==> config.mk <==
export PLATFORM = sky130hd
export DESIGN_NAME = reorder_buffer_flat
export DESIGN_NICKNAME = d
export VERILOG_FILES = /design/src/rtl/reorder_buffer_pkg.sv /design/src/rtl/reorder_buffer_if.sv /design/src/rtl/reorder_buffer_rob_query.sv /design/src/rtl/reorder_buffer.sv /design/src/flat_wrapper.sv
export SDC_FILE = /design/constraint.sdc
export NUM_CORES = 2
export LEC_CHECK = 0
export CAP_MARGIN = 20
export CORE_ASPECT_RATIO = 0.6
export CORE_MARGIN = 2
export CORE_UTILIZATION = 30
export CTS_CLUSTER_DIAMETER = 100
export DETAILED_ROUTE_END_ITERATION = 10
export HOLD_SLACK_MARGIN = 0.08
export PLACE_DENSITY_LB_ADDON = 0.05
export SLEW_MARGIN = 15
export SYNTH_ARGS = -nofsm -noshare
export SYNTH_HDL_FRONTEND = slang
export SYNTH_SLANG_ARGS = --single-unit
export TNS_END_PERCENT = 20
==> constraint.sdc <==
create_clock -name clk -period 12.4 [get_ports clk]
set_clock_uncertainty 0.05 [all_clocks]
set_input_delay 1.24 -clock clk [delete_from_list [all_inputs] [get_ports clk]]
set_output_delay 1.24 -clock clk [all_outputs]
set_load 0.005 [all_outputs]
==> src/rtl/reorder_buffer_pkg.sv <==
// Shared types and constants for the reorder buffer slice.
package reorder_buffer_pkg;

    localparam int REG_ADDR_W = 5;

    localparam logic VALID   = 1'b1;
    localparam logic INVALID = 1'b0;

    typedef logic [REG_ADDR_W-1:0] reg_addr_t;

    // Per-entry control bits; result data and branch target live in separate arrays.
    typedef struct packed {
        logic      dest_valid;
        reg_addr_t dest_addr;
        logic      is_branch;
        logic      mispredict;
    } rob_ctrl_t;

endpackage

==> src/rtl/reorder_buffer_if.sv <==
// Pipeline-facing bus of the reorder buffer: alloc, CDB, lookup, commit and flush.
interface reorder_buffer_if
    import reorder_buffer_pkg::*;
#(
    parameter int TAG_W  = 4,
    parameter int DATA_W = 32
);
    logic              rdy;
    logic              alloc_valid;
    logic              alloc_dest_valid;
    reg_addr_t         alloc_dest_addr;
    logic              alloc_is_branch;
    logic [TAG_W-1:0]  alloc_tag;
    logic              rob_full;
    logic              cdb_valid;
    logic [TAG_W-1:0]  cdb_tag;
    logic [DATA_W-1:0] cdb_data;
    logic              cdb_mispredict;
    logic [DATA_W-1:0] cdb_target;
    logic [TAG_W-1:0]  q1_tag;
    logic [TAG_W-1:0]  q2_tag;
    logic              q1_ready;
    logic              q2_ready;
    logic [DATA_W-1:0] q1_data;
    logic [DATA_W-1:0] q2_data;
    logic              commit_valid;
    reg_addr_t         commit_addr;
    logic [DATA_W-1:0] commit_data;
    logic [TAG_W-1:0]  commit_tag;
    logic              flush;
    logic [DATA_W-1:0] flush_pc;

    modport master (
        output rdy, alloc_valid, alloc_dest_valid, alloc_dest_addr, alloc_is_branch,
               cdb_valid, cdb_tag, cdb_data, cdb_mispredict, cdb_target, q1_tag, q2_tag,
        input  alloc_tag, rob_full, q1_ready, q2_ready, q1_data, q2_data,
               commit_valid, commit_addr, commit_data, commit_tag, flush, flush_pc
    );

    modport slave (
        input  rdy, alloc_valid, alloc_dest_valid, alloc_dest_addr, alloc_is_branch,
               cdb_valid, cdb_tag, cdb_data, cdb_mispredict, cdb_target, q1_tag, q2_tag,
        output alloc_tag, rob_full, q1_ready, q2_ready, q1_data, q2_data,
               commit_valid, commit_addr, commit_data, commit_tag, flush, flush_pc
    );

endinterface

==> src/rtl/reorder_buffer_rob_query.sv <==
// One combinational dispatch lookup port; ROB_BYPASS_EN adds same-cycle CDB forwarding.
module reorder_buffer_rob_query #(
    parameter int TAG_W  = 4,
    parameter int DATA_W = 32
) (
    input  logic [TAG_W-1:0]  q_tag,
    input  logic              busy  [2**TAG_W],
    input  logic              ready [2**TAG_W],
    input  logic [DATA_W-1:0] data  [2**TAG_W],
`ifdef ROB_BYPASS_EN
    input  logic              cdb_valid,
    input  logic [TAG_W-1:0]  cdb_tag,
    input  logic [DATA_W-1:0] cdb_data,
`endif
    output logic              q_ready,
    output logic [DATA_W-1:0] q_data
);

    always_comb begin
        q_ready = busy[q_tag] && ready[q_tag];
        q_data  = q_ready ? data[q_tag] : '0;
`ifdef ROB_BYPASS_EN
        if (cdb_valid && cdb_tag == q_tag && busy[q_tag]) begin
            q_ready = 1'b1;
            q_data  = cdb_data;
        end
`endif
    end

endmodule

==> src/rtl/reorder_buffer.sv <==
// Circular reorder buffer: tag allocation, CDB capture, in-order commit and mispredict flush.
// Optional macro ROB_BYPASS_EN forwards the same-cycle CDB result to dispatch lookups.
module reorder_buffer
    import reorder_buffer_pkg::*;
#(
    parameter int TAG_W  = 4,
    parameter int DATA_W = 32
) (
    input logic             clk,
    input logic             rst,
    reorder_buffer_if.slave bus
);

    localparam int DEPTH = 2**TAG_W;
    localparam int CNT_W = TAG_W + 1;

    logic [TAG_W-1:0]  head, tail;
    logic [CNT_W-1:0]  count;
    logic              busy   [DEPTH];
    logic              ready  [DEPTH];
    logic [DATA_W-1:0] data   [DEPTH];
    logic [DATA_W-1:0] target [DEPTH];
    rob_ctrl_t         ctrl   [DEPTH];

    logic              commit_valid_q, flush_q;
    reg_addr_t         commit_addr_q;
    logic [DATA_W-1:0] commit_data_q, flush_pc_q;
    logic [TAG_W-1:0]  commit_tag_q;

    logic full, commit_fire, flush_ev, alloc_fire, cdb_fire;

    assign full        = (count == CNT_W'(DEPTH));
    assign commit_fire = bus.rdy && (count != '0) && ready[head];
    assign flush_ev    = commit_fire && ctrl[head].is_branch && ctrl[head].mispredict;
    assign alloc_fire  = bus.rdy && bus.alloc_valid && !full && !flush_ev;
    assign cdb_fire    = bus.rdy && bus.cdb_valid && busy[bus.cdb_tag] && !flush_ev;

    always_ff @(posedge clk) begin
        if (rst) begin
            head  <= '0;
            tail  <= '0;
            count <= '0;
            for (int unsigned i = 0; i < DEPTH; i++) begin
                busy[i]  <= INVALID;
                ready[i] <= INVALID;
            end
            commit_valid_q <= 1'b0;
            commit_addr_q  <= '0;
            commit_data_q  <= '0;
            commit_tag_q   <= '0;
            flush_q        <= 1'b0;
            flush_pc_q     <= '0;
        end else if (!bus.rdy) begin
            commit_valid_q <= 1'b0;
            flush_q        <= 1'b0;
        end else begin
            commit_valid_q <= commit_fire && ctrl[head].dest_valid;
            if (commit_fire) begin
                commit_addr_q <= ctrl[head].dest_addr;
                commit_data_q <= data[head];
                commit_tag_q  <= head;
            end
            flush_q <= flush_ev;
            if (flush_ev) begin
                flush_pc_q <= target[head];
                head  <= '0;
                tail  <= '0;
                count <= '0;
                for (int unsigned i = 0; i < DEPTH; i++) begin
                    busy[i]  <= INVALID;
                    ready[i] <= INVALID;
                end
            end else begin
                if (cdb_fire) begin
                    ready[bus.cdb_tag]           <= VALID;
                    data[bus.cdb_tag]            <= bus.cdb_data;
                    target[bus.cdb_tag]          <= bus.cdb_target;
                    ctrl[bus.cdb_tag].mispredict <= bus.cdb_mispredict;
                end
                if (alloc_fire) begin
                    busy[tail]  <= VALID;
                    ready[tail] <= INVALID;
                    ctrl[tail]  <= '{dest_valid: bus.alloc_dest_valid,
                                     dest_addr:  bus.alloc_dest_addr,
                                     is_branch:  bus.alloc_is_branch,
                                     mispredict: INVALID};
                    tail <= tail + TAG_W'(1);
                end
                // Pop last so a popped head never keeps a stale ready bit.
                if (commit_fire) begin
                    busy[head]  <= INVALID;
                    ready[head] <= INVALID;
                    head <= head + TAG_W'(1);
                end
                count <= count + CNT_W'(alloc_fire) - CNT_W'(commit_fire);
            end
        end
    end

    assign bus.alloc_tag    = tail;
    assign bus.rob_full     = full;
    assign bus.commit_valid = commit_valid_q;
    assign bus.commit_addr  = commit_addr_q;
    assign bus.commit_data  = commit_data_q;
    assign bus.commit_tag   = commit_tag_q;
    assign bus.flush        = flush_q;
    assign bus.flush_pc     = flush_pc_q;

    reorder_buffer_rob_query #(.TAG_W(TAG_W), .DATA_W(DATA_W)) u_q1 (
        .q_tag     (bus.q1_tag),
        .busy      (busy),
        .ready     (ready),
        .data      (data),
`ifdef ROB_BYPASS_EN
        .cdb_valid (bus.cdb_valid),
        .cdb_tag   (bus.cdb_tag),
        .cdb_data  (bus.cdb_data),
`endif
        .q_ready   (bus.q1_ready),
        .q_data    (bus.q1_data)
    );

    reorder_buffer_rob_query #(.TAG_W(TAG_W), .DATA_W(DATA_W)) u_q2 (
        .q_tag     (bus.q2_tag),
        .busy      (busy),
        .ready     (ready),
        .data      (data),
`ifdef ROB_BYPASS_EN
        .cdb_valid (bus.cdb_valid),
        .cdb_tag   (bus.cdb_tag),
        .cdb_data  (bus.cdb_data),
`endif
        .q_ready   (bus.q2_ready),
        .q_data    (bus.q2_data)
    );

endmodule
==> src/flat_wrapper.sv <==
// flat-port wrapper written by rule: the top's interface ports become plain ports
module reorder_buffer_flat import reorder_buffer_pkg::*;
#(
    parameter int TAG_W  = 4,
    parameter int DATA_W = 32
)
  (clk, rst, bus_rdy, bus_alloc_valid, bus_alloc_dest_valid, bus_alloc_dest_addr, bus_alloc_is_branch, bus_cdb_valid, bus_cdb_tag, bus_cdb_data, bus_cdb_mispredict, bus_cdb_target, bus_q1_tag, bus_q2_tag, bus_alloc_tag, bus_rob_full, bus_q1_ready, bus_q2_ready, bus_q1_data, bus_q2_data, bus_commit_valid, bus_commit_addr, bus_commit_data, bus_commit_tag, bus_flush, bus_flush_pc);
  reorder_buffer_if #(.TAG_W(TAG_W), .DATA_W(DATA_W)) bus_i ();
  input logic clk;
  input logic rst;
  input wire logic [$bits(bus_i.rdy)-1:0] bus_rdy;
  input wire logic [$bits(bus_i.alloc_valid)-1:0] bus_alloc_valid;
  input wire logic [$bits(bus_i.alloc_dest_valid)-1:0] bus_alloc_dest_valid;
  input wire logic [$bits(bus_i.alloc_dest_addr)-1:0] bus_alloc_dest_addr;
  input wire logic [$bits(bus_i.alloc_is_branch)-1:0] bus_alloc_is_branch;
  input wire logic [$bits(bus_i.cdb_valid)-1:0] bus_cdb_valid;
  input wire logic [$bits(bus_i.cdb_tag)-1:0] bus_cdb_tag;
  input wire logic [$bits(bus_i.cdb_data)-1:0] bus_cdb_data;
  input wire logic [$bits(bus_i.cdb_mispredict)-1:0] bus_cdb_mispredict;
  input wire logic [$bits(bus_i.cdb_target)-1:0] bus_cdb_target;
  input wire logic [$bits(bus_i.q1_tag)-1:0] bus_q1_tag;
  input wire logic [$bits(bus_i.q2_tag)-1:0] bus_q2_tag;
  output wire logic [$bits(bus_i.alloc_tag)-1:0] bus_alloc_tag;
  output wire logic [$bits(bus_i.rob_full)-1:0] bus_rob_full;
  output wire logic [$bits(bus_i.q1_ready)-1:0] bus_q1_ready;
  output wire logic [$bits(bus_i.q2_ready)-1:0] bus_q2_ready;
  output wire logic [$bits(bus_i.q1_data)-1:0] bus_q1_data;
  output wire logic [$bits(bus_i.q2_data)-1:0] bus_q2_data;
  output wire logic [$bits(bus_i.commit_valid)-1:0] bus_commit_valid;
  output wire logic [$bits(bus_i.commit_addr)-1:0] bus_commit_addr;
  output wire logic [$bits(bus_i.commit_data)-1:0] bus_commit_data;
  output wire logic [$bits(bus_i.commit_tag)-1:0] bus_commit_tag;
  output wire logic [$bits(bus_i.flush)-1:0] bus_flush;
  output wire logic [$bits(bus_i.flush_pc)-1:0] bus_flush_pc;
  assign bus_i.rdy = bus_rdy;
  assign bus_i.alloc_valid = bus_alloc_valid;
  assign bus_i.alloc_dest_valid = bus_alloc_dest_valid;
  assign bus_i.alloc_dest_addr = bus_alloc_dest_addr;
  assign bus_i.alloc_is_branch = bus_alloc_is_branch;
  assign bus_i.cdb_valid = bus_cdb_valid;
  assign bus_i.cdb_tag = bus_cdb_tag;
  assign bus_i.cdb_data = bus_cdb_data;
  assign bus_i.cdb_mispredict = bus_cdb_mispredict;
  assign bus_i.cdb_target = bus_cdb_target;
  assign bus_i.q1_tag = bus_q1_tag;
  assign bus_i.q2_tag = bus_q2_tag;
  assign bus_alloc_tag = bus_i.alloc_tag;
  assign bus_rob_full = bus_i.rob_full;
  assign bus_q1_ready = bus_i.q1_ready;
  assign bus_q2_ready = bus_i.q2_ready;
  assign bus_q1_data = bus_i.q1_data;
  assign bus_q2_data = bus_i.q2_data;
  assign bus_commit_valid = bus_i.commit_valid;
  assign bus_commit_addr = bus_i.commit_addr;
  assign bus_commit_data = bus_i.commit_data;
  assign bus_commit_tag = bus_i.commit_tag;
  assign bus_flush = bus_i.flush;
  assign bus_flush_pc = bus_i.flush_pc;
  reorder_buffer #(.TAG_W(TAG_W), .DATA_W(DATA_W)) u_core (.clk(clk), .rst(rst), .bus(bus_i));
endmodule
==> results.json <==
{
  "status": "finished, final reports clean",
  "power.density_nw_per_um2": 137.2,
  "dpl-instance-area_um2": 62500,
  "ir_worst_vdd_mv": 0.08330,
  "drc": 0,
  "synthAdderAreaFrac": 0.003424,
  "vias": 31340,
  "drive_gt1_frac": 0.3216,
  "synth.avg_cell_area_um2": 19.87,
  "dr.pass1.iters": 5,
  "async_flop_share": 0,
  "r2r_slack_ns": 6.80,
  "dieArea_um2": 193700,
  "clk_pin_slew_ns": 0.06,
  "synth_ff_type": "edfxtp_1",
  "die_h_um": 341.7,
  "post_cts_buffers": 0,
  "hold_buffers": 0,
  "slew_headroom": 0.2791,
  "grt_pass1_wl_mm": 258.0,
  "crit_fanout": 66,
  "fp.dieW_um": 566.8,
  "clk_latency_ns": 0.78,
  "crit_arrival_ns": 4.60,
  "synth_edf_count": 1136,
  "ys_warn_count": 0,
  "cts_tree": "built",
  "drv_cap": 0,
  "final_common_cell": "edfxtp_1",
  "ioPinCount": 235,
  "num-nets-final": 3220,
  "post_synth_instance_area_um2": 57010,
  "synth_xor_area_frac": 0.001075,
  "cts_max_level": 4,
  "grt_overflow": 0,
  "slew_viol_final": 0,
  "final_cell_mix": "edfxtp_1 (1,136), mux4_2 (692), clkdlybuf4s50_1 (225)",
  "fmax_ghz": 0.1698,
  "power_leakage_uw": 0.02007,
  "wl_mm": 183.0,
  "period_minus_slack_ns": 5.890,
  "rsz0062_at_grt": "no",
  "core_region_area_um2": 188100,
  "synthSimpleGateAreaFrac": 0.03729,
  "mappedNetlistNets": 2973,
  "routedWlPerCell_um": 32.00,
  "synth_cell_types": 64,
  "place_hpwl_mm": 107.0,
  "synth_top_family_by_area": "multiplexers",
  "numCtsBuffers": 144,
  "synth_compound_area_frac": 0.01839,
  "hold_slack_ns": 0.3899,
  "endpoint_kind": "primary output",
  "synthCells": 2869,
  "fillers": 17340,
  "worstPathRequired_ns": 11.11,
  "final_util": 0.3564,
  "cts_buffer_depth": 4,
  "ys_ff_latch": 1276,
  "ctsResizeCount": 0,
  "portBuffers": 234,
  "clockRootBuffer": "clkbuf_16",
  "pre_cts_slack_ns": 6.246,
  "gp_congestion": 0.8085,
  "hold_viol": 0,
  "setup_viol": 0,
  "postRouteAntennaNets": 0,
  "worst_pin_slew_ns": 1.073,
  "setup_ws_ns": 6.510,
  "synth.yosys.seq_area_share": 0.6475,
  "min-delay-path-class": "reg2reg",
  "cts.sinks": 1276,
  "grt_pass1_vias": 32380,
  "track_usage": 0.1873,
  "synthMuxAreaShare": 0.2740,
  "num_rows": 123,
  "drt_iter0_drc": 3277,
  "antenna_found_initial": 11,
  "routed_via_density": 5.479,
  "area_delta_synth_final_pct": 17.56,
  "start_kind": "input port",
  "path_class": "in2out",
  "min_period_over_period": 0.4750,
  "start_util": 0.3032,
  "fin_area_um2": 67030,
  "fin_tns_setup_ns": 0,
  "grt_max_degree": 129
}
critical path, stage by stage:
cell             delay (ns)
buf_8                  0.61
buf_4                  0.75
mux4_2                 0.61
mux4_2                 0.55
nor2b_1                0.17
clkdlybuf4s50_1        0.48
where the power goes:
part	leakage, uW	total [uW]	switching, uW	internal (uW)
logic	0.00653	343	194	148
clock network	0.00220	4170	1740	2430
registers	0.0113	4680	3.18	4680
total	0.0201	9200	1940	7250
final timing paths:
kind                                   startpoint                              endpoint  depth (start not counted)
max                                 bus_q2_tag[0]                        bus_q2_data[6]                          6
min reg2reg  u_core.bus.flush_pc[12]$_SDFFE_PP0P_  u_core.bus.flush_pc[12]$_SDFFE_PP0P_                          2
max reg2reg           u_core.head[0]$_SDFFE_PP0P_        u_core.target[3][13]$_DFFE_PP_                         10
min          u_core.bus.flush_pc[12]$_SDFFE_PP0P_  u_core.bus.flush_pc[12]$_SDFFE_PP0P_                          2
cell families (layout without fill, tap and decap cells):
family	after synthesis	count (layout)
flip-flops	1276	1276
multiplexers	694	694
AND/OR/NAND/NOR	437	437
buffers and inverters	266	612
AO/OA/AOI/OAI	174	174
adder cells (fa/ha/maj)	15	15
XOR/XNOR	7	7
other	0	4
Yosys cell counts (31+ instances only):
| cell type | n | area (um2) |
|---|---|---|
| edfxtp_1 | 1136 | 34110 |
| mux4_2 | 692 | 15580 |
| nand2_1 | 187 | 701.9 |
| dfxtp_1 | 140 | 2803 |
| clkbuf_1 | 129 | 484.2 |
| a21oi_1 | 73 | 365.4 |
| nor2b_1 | 69 | 431.7 |
| nor2_1 | 61 | 229.0 |
| inv_1 | 49 | 183.9 |
| buf_1 | 48 | 180.2 |
| buf_2 | 33 | 165.2 |
| o21ai_0 | 31 | 155.2 |
stage by stage:
step	power (uW)	instances
after floorplan	4960	2869
after global placement	5112	5467
after detailed placement	5119	5469
after CTS	9332	5714
after global routing	9511	5716
final	9196	5719
registers in the layout, indices dropped and copies added, names as in the netlist, 16 cells and up, named ones only:
name / count
u_core.data: 512
u_core.target: 512
u_core.ready: 16
u_core.busy: 16
u_core.bus.flush_pc: 32
u_core.ctrl: 128
u_core.bus.commit_data: 32
layout make-up:
class / instances / area, um2 / share of cell area
flip-flops and latches: 1276 / 36930 / 0.5510
clock inverters: 67 / 561.8 / 0.008382
clock buffers: 178 / 3929 / 0.05862
well taps: 2500 / 3128 / 0.04667
multi-input cells: 1327 / 19310 / 0.2881
diodes: 4 / 10.01 / 0.0001493
inverters: 55 / 211.5 / 0.003155
repair buffers: 312 / 2948 / 0.04398
per-layer routing:
layer	part of all wire	wire (um)	vias up	global-route usage
met3	0.070	12770	236	0.04523
met4	0.020	3639	2	0.04212
li1	-	-	12640	-
met2	0.44	79830	1243	0.2735
met1	0.47	86750	17220	0.2812
met5	0.000071	13	-	0
Power figures use the tool's default switching activity.
